**config.mk**
```make
export PLATFORM = sky130hd
export DESIGN_NAME = board_led_status
export DESIGN_NICKNAME = d
export VERILOG_FILES = /design/src/rtl/board_led_pkg.sv /design/src/rtl/board_led_channel.sv /design/src/rtl/board_led_status.sv
export SDC_FILE = /design/constraint.sdc
export NUM_CORES = 1
export LEC_CHECK = 0
export ABC_AREA = 1
export CORE_UTILIZATION = 55
export DETAILED_ROUTE_END_ITERATION = 8
export DONT_BUFFER_PORTS = 1
export GPL_TIMING_DRIVEN = 0
export PLACE_DENSITY = 0.68
export SLEW_MARGIN = 20
export SYNTH_ARGS = -nofsm -noshare
export SYNTH_HDL_FRONTEND = slang
export SYNTH_SLANG_ARGS = --single-unit
```
**constraint.sdc**
```tcl
create_clock -name clock -period 1.73 [get_ports clock]
set_input_delay 0.346 -clock clock [delete_from_list [all_inputs] [get_ports clock]]
set_output_delay 0.346 -clock clock [all_outputs]
set_load 0.005 [all_outputs]
```
**src/rtl/board_led_pkg.sv**
```systemverilog
// rtl/board_led_pkg.sv - shared display-mode encoding for the board LED status block
package board_led_pkg;

  typedef enum logic [1:0] {
    LED_MODE_DIRECT  = 2'd0,
    LED_MODE_STRETCH = 2'd1,
    LED_MODE_BLINK   = 2'd2,
    LED_MODE_TOGGLE  = 2'd3
  } led_mode_e;

  localparam int LED_MODE_W = 2;

endpackage

```
**src/rtl/board_led_channel.sv**
```systemverilog
// rtl/board_led_channel.sv - one LED channel: synchroniser, edge detect, stretch/toggle state, mode mux
module board_led_channel
  import board_led_pkg::*;
#(
  parameter int SYNC_STAGES    = 2,
  parameter int STRETCH_CYCLES = 1200000,
  parameter bit IDLE           = 1'b0,
  parameter bit LED_ACTIVE_LOW = 1'b0
) (
  input  logic                  clock,
  input  logic                  reset,
  input  logic                  sig,
  input  logic [LED_MODE_W-1:0] mode,
  input  logic                  phase,
  output logic                  led
);

  localparam int                CNT_W    = $clog2(STRETCH_CYCLES + 1);
  localparam logic [CNT_W-1:0]  CNT_LOAD = CNT_W'(STRETCH_CYCLES);
  localparam logic [CNT_W-1:0]  CNT_ONE  = CNT_W'(1);

  logic [SYNC_STAGES-1:0] sync;
  logic                   s_last;
  logic                   prev;
  logic [CNT_W-1:0]       cnt;
  logic                   tgl;
  logic                   any_edge;
  logic                   rise_edge;
  logic                   on;

  assign s_last    = sync[SYNC_STAGES-1];
  assign any_edge  = s_last ^ prev;
  assign rise_edge = s_last & ~prev;

  // cnt and tgl run in every mode so switching modes never loses state
  always_ff @(posedge clock) begin
    if (reset) begin
      sync <= {SYNC_STAGES{IDLE}};
      prev <= IDLE;
      cnt  <= '0;
      tgl  <= 1'b0;
      led  <= LED_ACTIVE_LOW;
    end else begin
      sync <= {sync[SYNC_STAGES-2:0], sig};
      prev <= s_last;
      if (any_edge) begin
        cnt <= CNT_LOAD;
      end else if (cnt != '0) begin
        cnt <= cnt - CNT_ONE;
      end
      if (rise_edge) begin
        tgl <= ~tgl;
      end
      led <= on ^ LED_ACTIVE_LOW;
    end
  end

  always_comb begin
    on = 1'b0;
    case (led_mode_e'(mode))
      LED_MODE_DIRECT:  on = prev;
      LED_MODE_STRETCH: on = (cnt != '0);
      LED_MODE_BLINK:   on = prev & phase;
      LED_MODE_TOGGLE:  on = tgl;
      default:          on = 1'b0;
    endcase
  end

endmodule

```
**src/rtl/board_led_status.sv**
```systemverilog
// rtl/board_led_status.sv - board status LEDs: shared blink prescaler plus NUM_LEDS display channels
module board_led_status
  import board_led_pkg::*;
#(
  parameter int                  NUM_LEDS          = 4,
  parameter int                  SYNC_STAGES       = 2,
  parameter int                  STRETCH_CYCLES    = 1200000,
  parameter int                  BLINK_HALF_CYCLES = 6000000,
  parameter logic [NUM_LEDS-1:0] IDLE_LEVEL        = {NUM_LEDS{1'b0}},
  parameter bit                  LED_ACTIVE_LOW    = 1'b0
) (
  input  logic                             clock,
  input  logic                             reset,
  input  logic [NUM_LEDS-1:0]              sig_i,
  input  logic [LED_MODE_W*NUM_LEDS-1:0]   mode_i,
  output logic [NUM_LEDS-1:0]              led_o
);

  localparam int               PRE_W    = $clog2(BLINK_HALF_CYCLES);
  localparam logic [PRE_W-1:0] PRE_LAST = PRE_W'(BLINK_HALF_CYCLES - 1);
  localparam logic [PRE_W-1:0] PRE_ONE  = PRE_W'(1);

  logic [PRE_W-1:0] prescale;
  logic             phase;

  // One prescaler for all channels keeps every blinking LED in step
  always_ff @(posedge clock) begin
    if (reset) begin
      prescale <= '0;
      phase    <= 1'b0;
    end else if (prescale == PRE_LAST) begin
      prescale <= '0;
      phase    <= ~phase;
    end else begin
      prescale <= prescale + PRE_ONE;
    end
  end

  for (genvar i = 0; i < NUM_LEDS; i++) begin : g_ch
    board_led_channel #(
      .SYNC_STAGES    (SYNC_STAGES),
      .STRETCH_CYCLES (STRETCH_CYCLES),
      .IDLE           (IDLE_LEVEL[i]),
      .LED_ACTIVE_LOW (LED_ACTIVE_LOW)
    ) u_ch (
      .clock (clock),
      .reset (reset),
      .sig   (sig_i[i]),
      .mode  (mode_i[LED_MODE_W*i +: LED_MODE_W]),
      .phase (phase),
      .led   (led_o[i])
    );
  end

endmodule

```
# Yosys cells after proc, flatten, opt, wreduce, memory -nomap -nowiden
# Index checks and enable logic that the tools add are counted.
[word_totals] regBits=128 latch_bits=0 mem_bits_rw=0 romBits=0 output_inout_bits=4 mem_count=0
[op_classes] addsub=5 multipliers=0 div=0 order_cmp=0 eq_ne=13 n_shift=0 mux=12 bitwise_logic=21 reduce_logical=17
[op_table] op="21-bit two-way mux" count=8
[op_table] op="21-bit nonzero test" count=4
[op_table] op="21-bit by 1-bit subtractor with 21-bit output, second input constant" count=4
[op_table] op="23-bit by 1-bit adder with 23-bit output, second input constant" count=1
[op_table] op="23-bit == test, second input constant" count=1
[op_table] op="2-bit == test, second input constant" count=8
[op_table] op="1-bit case mux with 4 select lines" count=4
[op_table] op="2-bit OR reduction" count=5
[op_table] op="1-bit inverter" count=9
[op_table] op="1-bit AND" count=8
[op_table] op="2-bit by 1-bit == test with 1-bit output, second input constant" count=4
[op_table] op="2-bit logical NOT" count=4
[op_table] op="2-bit nonzero test" count=4
[op_table] op="1-bit bitwise XOR" count=4

# Longest topological paths before layout
[depth] depth_word=3 depth_mapped=10 mapped_depth_nobuf=10

# Modules after synthesis
# A second synthesis with hierarchy kept.
[unflattened] hier_cells=1018 area_unflattened_um2=7269.5
[modules_own_cells] module="board_led_channel" n_inst=4 cells_per_inst=208 area_each_um2=1503.9
[modules_own_cells] module="board_led_status" n_inst=1 cells_per_inst=186 area_each_um2=1253.7

# Worst setup path after synthesis
# No wires, ideal clock.
[synth_path] path_kind="register to register" from="reg prescale[0]" to="reg prescale[14]" arrival_ns=1.327 t_required_ns=1.615 path_slack_ns=0.288 path_stages_with_launch=10 synth_period_minus_slack_ns=1.442 cell_sequence="dfxtp_1 ha_1 nand2_1 inv_1 nand2_4 nor3_4 nand2_2 nand2_4 buf_12 nor2_2"
[synth_between] elab_chain_cells=2 word_cells_on_any_way=3 cone_classes="1 x add/sub; 1 x eq/ne; 1 x reduce/logical"
[synth_rtl] element="from (decl)" line="board_led_status.sv:23" source="logic [PRE_W-1:0] prescale;"
[synth_rtl] element="from (signal assigned)" line="board_led_status.sv:35" source="prescale <= prescale + PRE_ONE;"
[synth_rtl] element="branches (longest 2 deep; another with 23-bit by 1-bit adder with 23-bit output)"
# Parallel ways; which one is timed is not known.
# A chain may end at the register's enable or synchronous reset.

# Worst setup path after layout
[layout_path] from="reg g_ch[1].u_ch.cnt[0]" to="reg g_ch[1].u_ch.cnt[16]"
[layout_between] elab_chain_cells=1 word_cells_on_any_way=2 cone_classes="1 x add/sub; 1 x reduce/logical"
[layout_rtl] element="from (decl)" line="board_led_channel.sv:25" source="logic [CNT_W-1:0] cnt;"
[layout_rtl] element="from (signal assigned)" line="board_led_channel.sv:49" source="cnt <= cnt - CNT_ONE;"
[layout_rtl] element="21-bit by 1-bit subtractor with 21-bit output / 21-bit nonzero test (equally long branches)" line="board_led_channel.sv:49, board_led_channel.sv:48"
# Several ways; a longest one is shown, not always the timed one.

==> results.json <==
{
  "synth_cell_types": 39,
  "path_max_fanout": 7,
  "fp.dieW_um": 113,
  "tritoncts_clock_tree": "done",
  "post_synth_inst_count": 994,
  "detailedPlacementHpwl_mm": 10.8,
  "crit_arrival_ps": 1890,
  "coreArea_um2": 12100,
  "most-common-layout-cells": "235 x sky130_fd_sc_hd__nand2_1, 179 x sky130_fd_sc_hd__nor2_1, 128 x sky130_fd_sc_hd__dfxtp_1",
  "worst_clock_skew_ps": 9.65,
  "fin_crit_sh_pct": 91.9,
  "cts.clk_slew.worst_paths_ps": 50,
  "boundaryPins": 18,
  "synthToLayoutAreaGrowth_pct": 13.3,
  "post-synth-top-area-cell": "sky130_fd_sc_hd__dfxtp_1",
  "timing.critical_path.to_type": "flip-flop",
  "initial_antenna_violation_count": 0,
  "yosys_warnings": 0,
  "startpoint": "g_ch[1].u_ch.cnt[0]",
  "r2r-start": "g_ch[1].u_ch.cnt[0]",
  "worstPathRequired_ps": 2030,
  "totalNegativeSetupSlack_ps": 0,
  "total_internal_power_uw": 8750,
  "routabilityCongestion": 0.882,
  "route.met3.wl_um": 581,
  "seqPwrFrac_pct": 29.0,
  "postSynth.topFlopCell": "sky130_fd_sc_hd__dfxtp_1",
  "synth-seq-area-share_pct": 37.5,
  "route.met2.wl_mm": 6.65,
  "start_kind": "flip-flop",
  "postSynthNetCount": 1021,
  "hold_class": "in -> reg",
  "worstHoldEndpoint": "g_ch[0].u_ch.sync[0]",
  "clkPwrFrac_pct": 26.1,
  "number_of_vias_per_cell": 5.09,
  "max_cap_viol_count": 0,
  "post-synth-top-area-fraction_pct": 37.5,
  "die_y_um": 113,
  "switching_share_pct": 41.9,
  "reg2reg_to": "g_ch[1].u_ch.cnt[16]",
  "mostFrequentLayoutCell": "sky130_fd_sc_hd__nand2_1",
  "worstRegToRegCells": 8,
  "p_sw_uw": 6300,
  "postSynthRegisterBits": 128,
  "dominant_cells_by_area_after_synthesis": "sky130_fd_sc_hd__dfxtp_1 38%, sky130_fd_sc_hd__nand2_1 13%, sky130_fd_sc_hd__nor2_1 9.8%",
  "root_buffer_master": "sky130_fd_sc_hd__clkbuf_16",
  "setup_violations": 0,
  "clock-sinks": 128,
  "num-nets-final": 1039,
  "final_hold_viol_count": 0,
  "first_global_vias": 5543,
  "outcome": "finished, final reports clean",
  "wl_met1_mm": 7.06,
  "timing.hold.worst_path_depth": 2,
  "grt_max_degree": 17,
  "hold_start": "sig_i[0]",
  "ir_drop_mv": 1.37,
  "grt.total_usage_pct": 24.3,
  "timing.hold.ws_ps": 26.8,
  "place_worst_setup_slack_ps": -27.5,
  "timing_worst_setup_path_type": "reg -> reg",
  "max_freq_ghz": 0.629,
  "asyncSetResetFlopFracSynth_pct": 0,
  "cts_buffer_count": 17,
  "antennaDiodeCount": 0,
  "first_pass_grt_wire_length_mm": 24.8,
  "timing.max_slew.rel_slack_pct": 62.2,
  "detailed_router_iteration_count_before_antenna_repair": 5,
  "power.share.combinational_pct": 44.9,
  "die_area_um2": 12900,
  "numPortBuffers": 0,
  "uppermost_layer_routed": "met4",
  "rrSetupSlack_ps": 140,
  "worst_slew_pin_slew_ps": 567,
  "postRouteWirelength_mm": 14.6,
  "syn_avg_cell_area_um2": 6.87,
  "drc": 0,
  "netlist_area_um2": 6830,
  "fin_ws_ps": 140,
  "synth_enable_flop_cells": 0,
  "cts-root-to-sink-buffers": 2,
  "power.leakage_uw": 0.00336,
  "final_layout_size_suffix_gt1_share_pct": 11.0,
  "routed-via-count": 6062,
  "worstSkewPairLatency_ps": 420,
  "clock_tree.htree_level_count": 4,
  "postRouteAntennaNets": 0,
  "drtIter0Drc": 320,
  "start_util_pct": 56.6,
  "grt.overflow.total": 0,
  "rows": 40,
  "period_needed_ps": 1590,
  "wl_per_cell_um": 12.3,
  "timing.final.max_slew_violations": 0,
  "power.density_nw_per_um2": 1950
}
-- per-stage QoR --
step / std cells / total power [uW] / utilization (%) / cell area [um2]
floorplan: 994 / 9700 / - / 6830
global placement: 1162 / 10900 / 58.3 / 7040
detailed placement: 1162 / 10900 / 58.3 / 7040
CTS: 1193 / 14900 / 63.8 / 7690
global route: 1192 / 16300 / 64.1 / 7730
finish: 1192 / 15100 / 64.1 / 7730
-- area by class of cell --
type                            instances  area [um2]
Multi-Input combinational cell        738        3750
Sequential cell                       128        2560
Tap cell                              168         210
Inverter                              105         394
Buffer                                 21         151
Clock inverter                         10         183
Timing Repair Buffer                    1        7.51
Clock buffer                           21         470
Fill cell                            1150        4330
-- Yosys cell counts (all sizes together), types with 2 or more instances --
| master | count |
|---|---|
| nand2 | 240 |
| nor2 | 210 |
| dfxtp | 128 |
| inv | 104 |
| nand3 | 88 |
| a21oi | 57 |
| nand4 | 31 |
| xnor2 | 18 |
| xor2 | 17 |
| nor3 | 15 |
| buf | 14 |
| ha | 13 |
| o21ai | 11 |
| clkbuf | 9 |
| or2 | 9 |
| nand3b | 8 |
| o211ai | 8 |
| nor3b | 5 |
| o21bai | 4 |
| and3 | 2 |
-- worst max path at each step --
stage | depth (start not counted) | slack, ps | end
finish | 8 | 140 | g_ch[1].u_ch.cnt[16]
global route | 8 | -9 | g_ch[2].u_ch.cnt[14]
CTS | 6 | 50 | g_ch[0].u_ch.cnt[15]
detailed placement | 7 | -30 | g_ch[1].u_ch.cnt[1]
global placement | 7 | -60 | g_ch[1].u_ch.cnt[0]
floorplan | 9 | 290 | prescale[14]
-- power groups by stage --
stage	registers (uW)	clock network [uW]	logic, uW
6_report	4370	3930	6760
5_1_grt	4480	4120	7740
4_1_cts	4360	3990	6600
3_5_place_dp	4400	0	6540
3_3_place_gp	4410	0	6460
2_1_floorplan	4250	0	5450
-- cells by family (layout without fill, tap and decap cells) --
logic type	after synthesis	after routing	share of synthesized area [%]
and+or+nand+nor	609	609	40.7
DFF	128	128	37.5
buffers and inverters	128	158	8.05
AOI/OAI and AO/OA	81	81	6.80
xor gates and xnor gates	35	35	4.49
adders and majority gates	13	13	2.38
-- critical path, stage by stage, from the launching register on --
cell	delay (ps)
sky130_fd_sc_hd__dfxtp_1	310
sky130_fd_sc_hd__inv_1	120
sky130_fd_sc_hd__ha_1	290
sky130_fd_sc_hd__nand2_1	190
sky130_fd_sc_hd__nor2_4	220
sky130_fd_sc_hd__nand2_1	110
sky130_fd_sc_hd__xor2_1	150
sky130_fd_sc_hd__nand2_1	50
sky130_fd_sc_hd__nor2_1	30
-- layer usage --
layer  track usage, %  up-vias
met2             39.7      127
met3             5.63       26
met4             11.4        0
li1                 -     3228
met1             30.3     2681
met5                0        -
-- what timing repair did --
item | in CTS | in global routing
buffers inserted | 0 | 1
hold buffers | 0 | 0
endpoints found under the hold margin | 0 | 0
gates resized for setup | 1 | 11
pin swaps | 0 | 2
endpoints found under the setup margin | 2 | 40
-- state kept, by name, indices dropped and copies added, names as in the netlist --
signal	flops
phase	1
g_ch.u_ch.led	4
g_ch.u_ch.prev	4
g_ch.u_ch.cnt	84
g_ch.u_ch.tgl	4
prescale	23
g_ch.u_ch.sync	8
Power figures use the tool's default switching activity.
